--- src/rtl/uart_tx_arbiter.sv ---
// -----------------------------------------------------------------------------
// uart_tx_arbiter
//
// Shares a single uart_tx transmitter among NREQ byte sources. One byte is
// granted at a time in round-robin order. The byte is latched onto tx_data and
// launched with a one-cycle tx_trigger pulse. Because the transmitter reports
// no busy status, further launches are held off for a locally timed frame
// interval of FRAME_CYCLES clocks.
//
// Ports
//   clk        : single clock for the whole block
//   rst_n      : asynchronous active-low reset
//   req        : per-requester request; bit i qualifies req_data slice i
//   req_data   : flattened bytes, slice i = [i*datawidth +: datawidth]
//   ack        : one-hot, one-cycle pulse; requester i's byte was taken
//   tx_data    : byte presented to uart_tx.data_in, held until the next grant
//   tx_trigger : one-cycle launch pulse to uart_tx.tx_triger_flag
//   busy       : high whenever the arbiter is not idle
// -----------------------------------------------------------------------------
module uart_tx_arbiter #(
   parameter int datawidth = 8,
   parameter int Baudrate  = 9600,
   parameter int CLK_FREQ  = 50_000_000,
   parameter int NREQ      = 4
) (
   input  logic                      clk,
   input  logic                      rst_n,
   input  logic [NREQ-1:0]           req,
   input  logic [NREQ*datawidth-1:0] req_data,
   output logic [NREQ-1:0]           ack,
   output logic [datawidth-1:0]      tx_data,
   output logic                      tx_trigger,
   output logic                      busy
);

   localparam int BIT_CYCLES   = CLK_FREQ / Baudrate;
   localparam int FRAME_CYCLES = BIT_CYCLES * (datawidth + 2);
   localparam int CNT_W        = (FRAME_CYCLES > 1) ? $clog2(FRAME_CYCLES) : 1;
   localparam int IDX_W        = (NREQ > 1) ? $clog2(NREQ) : 1;

   localparam logic [CNT_W-1:0] CNT_LOAD  = CNT_W'(FRAME_CYCLES - 1);
   localparam logic [IDX_W-1:0] LAST_INIT = IDX_W'(NREQ - 1);

   typedef enum logic [1:0] {
      IDLE,
      LAUNCH,
      WAIT
   } state_t;

   state_t               state;
   logic [CNT_W-1:0]     cnt;
   logic [IDX_W-1:0]     last;

   logic [IDX_W-1:0]     winner;
   logic [IDX_W-1:0]     idx;
   logic                 found;
   logic [datawidth-1:0] win_data;

   // Round-robin pick: first set request scanning last+1, last+2, ... with
   // wrap-around, so the previous winner has the lowest priority.
   always_comb begin
      // NOTE: every variable gets a default before any conditional write so
      // no path leaves it unassigned, which would infer a latch.
      winner = last;
      found  = 1'b0;
      idx    = '0;
      for (int off = 1; off <= NREQ; off++) begin
         idx = IDX_W'((int'(last) + off) % NREQ);
         if (!found && req[idx]) begin
            winner = idx;
            found  = 1'b1;
         end
      end
   end

   // Byte of the selected requester, muxed with constant slice offsets.
   always_comb begin
      win_data = '0;
      for (int i = 0; i < NREQ; i++) begin
         if (winner == IDX_W'(i)) begin
            win_data = req_data[i*datawidth +: datawidth];
         end
      end
   end

   always_ff @(posedge clk or negedge rst_n) begin
      if (!rst_n) begin
         state      <= IDLE;
         cnt        <= '0;
         last       <= LAST_INIT;
         ack        <= '0;
         tx_data    <= '0;
         tx_trigger <= 1'b0;
         busy       <= 1'b0;
      end else begin
         // NOTE: non-blocking assignments throughout so every register here
         // samples pre-edge values, independent of statement order.
         case (state)
            IDLE: begin
               if (found) begin
                  tx_data     <= win_data;
                  ack         <= '0;
                  ack[winner] <= 1'b1;
                  last        <= winner;
                  busy        <= 1'b1;
                  state       <= LAUNCH;
               end
            end
            LAUNCH: begin
               ack        <= '0;
               tx_trigger <= 1'b1;
               cnt        <= CNT_LOAD;
               state      <= WAIT;
            end
            WAIT: begin
               tx_trigger <= 1'b0;
               if (cnt == '0) begin
                  busy  <= 1'b0;
                  state <= IDLE;
               end else begin
                  cnt <= cnt - 1'b1;
               end
            end
            default: begin
               state <= IDLE;
            end
         endcase
      end
   end

endmodule

--- config.mk ---
export PLATFORM = sky130hd
export DESIGN_NAME = uart_tx_arbiter
export DESIGN_NICKNAME = d
export VERILOG_FILES = /design/src/rtl/uart_tx_arbiter.sv
export SDC_FILE = /design/constraint.sdc
export NUM_CORES = 1
export LEC_CHECK = 0
export ABC_AREA = 1
export BUFFER_PORTS_ARGS = -buffer_cell sky130_fd_sc_hd__buf_2
export CAP_MARGIN = 20
export CORE_MARGIN = 2
export CORE_UTILIZATION = 30
export DETAILED_ROUTE_END_ITERATION = 8
export HOLD_SLACK_MARGIN = 0.1
export RECOVER_POWER = 50
export SLEW_MARGIN = 20
export SYNTH_ARGS = -nofsm -noshare
export SYNTH_HDL_FRONTEND = slang
export SYNTH_SLANG_ARGS = --single-unit
--- constraint.sdc ---
create_clock -name clk -period 1.9 [get_ports clk]
set_clock_uncertainty 0.2 [all_clocks]
set_input_delay 0.38 -clock clk [delete_from_list [all_inputs] [get_ports clk]]
set_output_delay 0.38 -clock clk [all_outputs]
set_load 0.005 [all_outputs]
==> metrics.cfg <==
[synth]
synth.distinct_cells = 35
seq_area_frac_synth_pct = 36.2
synth_flop_cell = dfrtp_1
netlist_area_um2 = 2360
async_reset_ff_share_pct = 100
synth-seq-cells = 34
synth_cells = 337
synth_edf_count = 0
synth.net_count = 380
ys_warn_count = 0
avgSynthCellArea_um2 = 6.99

[timing]
report.final.slew_viol_count = 0
hold_viol = 0
setup_viol = 23
fin_crit_ps = 2230
fmax_mhz = 449
worst_slack_ps = -326
tightest_slew_ps = 934
rsz0062_at_grt = yes
fin_crit_sh_pct = 117
slew_headroom_pct = 37.8

[cells_and_area]
drive_gt1_share_pct = 41.6
final_cells = 552
layout_common_cells = nand2_1 (68), inv_1 (55), buf_2 (51)
area_growth_pct = 52.0
diodes = 0
nNetsFinal = 493
final_common_cell = nand2_1

[drt]
wl_um = 6670
via_per_inst = 4.63
wl_per_cell_um = 12.1
antenna_left = 0
drc = 0
drt_pre_antenna_iters = 4
drt_iter0_markers = 131
vias = 2553

[global_routing]
grt_pass1_vias = 2366
antenna_found_initial = 0
gr-total-overflow = 0
grt_max_degree = 19
track_usage_pct = 15.9
grt_pass1_wl_um = 11000

[clock_network]
cts_tree = yes
clk_latency_ps = 280
cts.sinks = 34
htree_levels = 2
clk_path_buf_depth = 2
clk_pin_slew_worst_paths_ps = 70
root_buffer = clkbuf_8
cts_buffers = 5

[run]
cap_violations = 0

[run_status]
status = finished, violations left
violations = negative setup slack

[critical_path]
cp_slowest_stage_delay_ps = 530
cp_slowest_cell = dfstp_2
crit_family = simple AND/OR/NAND/NOR gates
required_ps = 1880
end_kind = flip-flop
crit_chain = buf_6, inv_8, nand2_4, nand2_4, nand2_4, nand2_8, nor2_4, buf_6, nand3_4, nand2_8, nand2_8, o21ai_0, inv_1, nand2_1, nand2_1
setup.worst_path.class = reg -> reg
critPathLaunchType = flip-flop
arrival_ps = 2200
cp_num_buf_inv = 4
worstPathMaxFanout = 13

[place]
gp_congestion = 0.918
io_buffers = 51
dp_hpwl_um = 4880
dp_cells = 531

[pwr]
power_leakage_uw = 0.00188
peakVddDrop_mv = 0.188
power.density_nw_per_um2 = 416
total_power_uw = 1490

[die]
fp.dieW_um = 92.6
core-area_um2 = 7690
initial_core_util_pct = 30.7
design.die.area_um2 = 8580
die_h_um = 92.6
placementRows = 32
io_pins = 52

[worst_hold_path]
hold_path.class = in -> reg

sequential cells by signal, indices dropped and copies added (netlist names):
name	count
busy	1
ack	4
tx_trigger	1
last	2
state	2
cnt	16
tx_data	8
layer usage:
layer	GRT usage, %	up-vias	wire length (um)
met1	22.8	1202	3210
li1	-	1295	-
met4	3.92	0	50
met3	2.28	6	241
met5	0	-	0
met2	25.2	50	3170
final timing paths:
path / from / to / slack [ps] / cells past startpoint
worst min register to register: tx_data[3] / tx_data[3] / 280 / 2
max in group asynchronous: rst_n / cnt[7] / 140 / 3
worst max-delay path: last[0] / tx_data[2] / -330 / 15
min in group asynchronous: rst_n / tx_trigger / 550 / 2
worst min-delay path: req_data[29] / tx_data[5] / 190 / 5
worst max register to register: last[0] / tx_data[2] / -330 / 15
synth_stat cells (2+ instances only):
master	n	area, um^2
dfrtp_1	32	801
o21ai_0	31	155
inv_1	58	218
nor4_1	3	18.8
buf_6	3	33.8
xor2_1	2	17.5
nand2_4	4	45.0
a21oi_1	7	35.0
nand3_2	2	20.0
ha_1	5	62.6
dfstp_2	2	52.6
nand3_1	30	150
nor2_1	20	75.1
nand4_1	9	56.3
o21ai_2	3	26.3
o22ai_1	2	12.5
nand2_2	10	62.6
o21ai_1	2	10.0
inv_2	3	11.3
nand2_1	91	342
inv_6	2	17.5
nor3_1	3	15.0
worst min-delay path, stage by stage:
cell,delay (ps)
buf_2,70
o21ai_1,60
inv_1,50
nand2_1,40
nand2_1,40
report_power, final:
group	internal, uW	leakage, uW	total, uW	switching, uW
registers	724	0.000399	724	0
clock network	252	0.0000383	508	256
logic	116	0.00145	257	141
repair_timing:
action / in CTS / in global routing
gates resized for setup: 33 / 51
endpoints found under the hold margin: 14 / 0
gates cloned: 2 / 1
pin swaps: 7 / 14
endpoints found under the setup margin: 26 / 32
setup buffers: 4 / 6
hold buffers: 1 / 0
cells by family (layout without fill, tap and decap cells):
group | Yosys count | in the layout | synth area share (%)
compound gates | 48 | 48 | 11.1
fa+ha+maj | 5 | 5 | 2.65
simple gates | 178 | 179 | 35.8
buf+inv | 69 | 181 | 13.1
xor+xnor | 3 | 3 | 1.11
flops | 34 | 34 | 36.2
per-stage QoR:
stage | setup TNS [ps] | instance area, um^2 | setup slack, ps | utilization, % | hold slack, ps
after global routing | -10920 | 3580 | -456 | 46.6 | 220
after global placement | -4750 | 3150 | -373 | 41.0 | 147
after CTS | -3870 | 3390 | -286 | 44.0 | 201
final | -4630 | 3580 | -326 | 46.6 | 192
after detailed placement | -5060 | 3150 | -366 | 41.0 | 141
after floorplan | -1480 | 2450 | -180 | - | -116
area by class of cell:
class                      instances  area (um^2)
clock buffer                       7         76.3
fill                             746         4100
inverter                          63          280
multi-input combinational        235         1480
sequential                        34          855
tap                              102          128
timing repair buffer             109          756
timing repair inverter             2         12.5
Note: power is estimated with default switching activity, not from simulation.
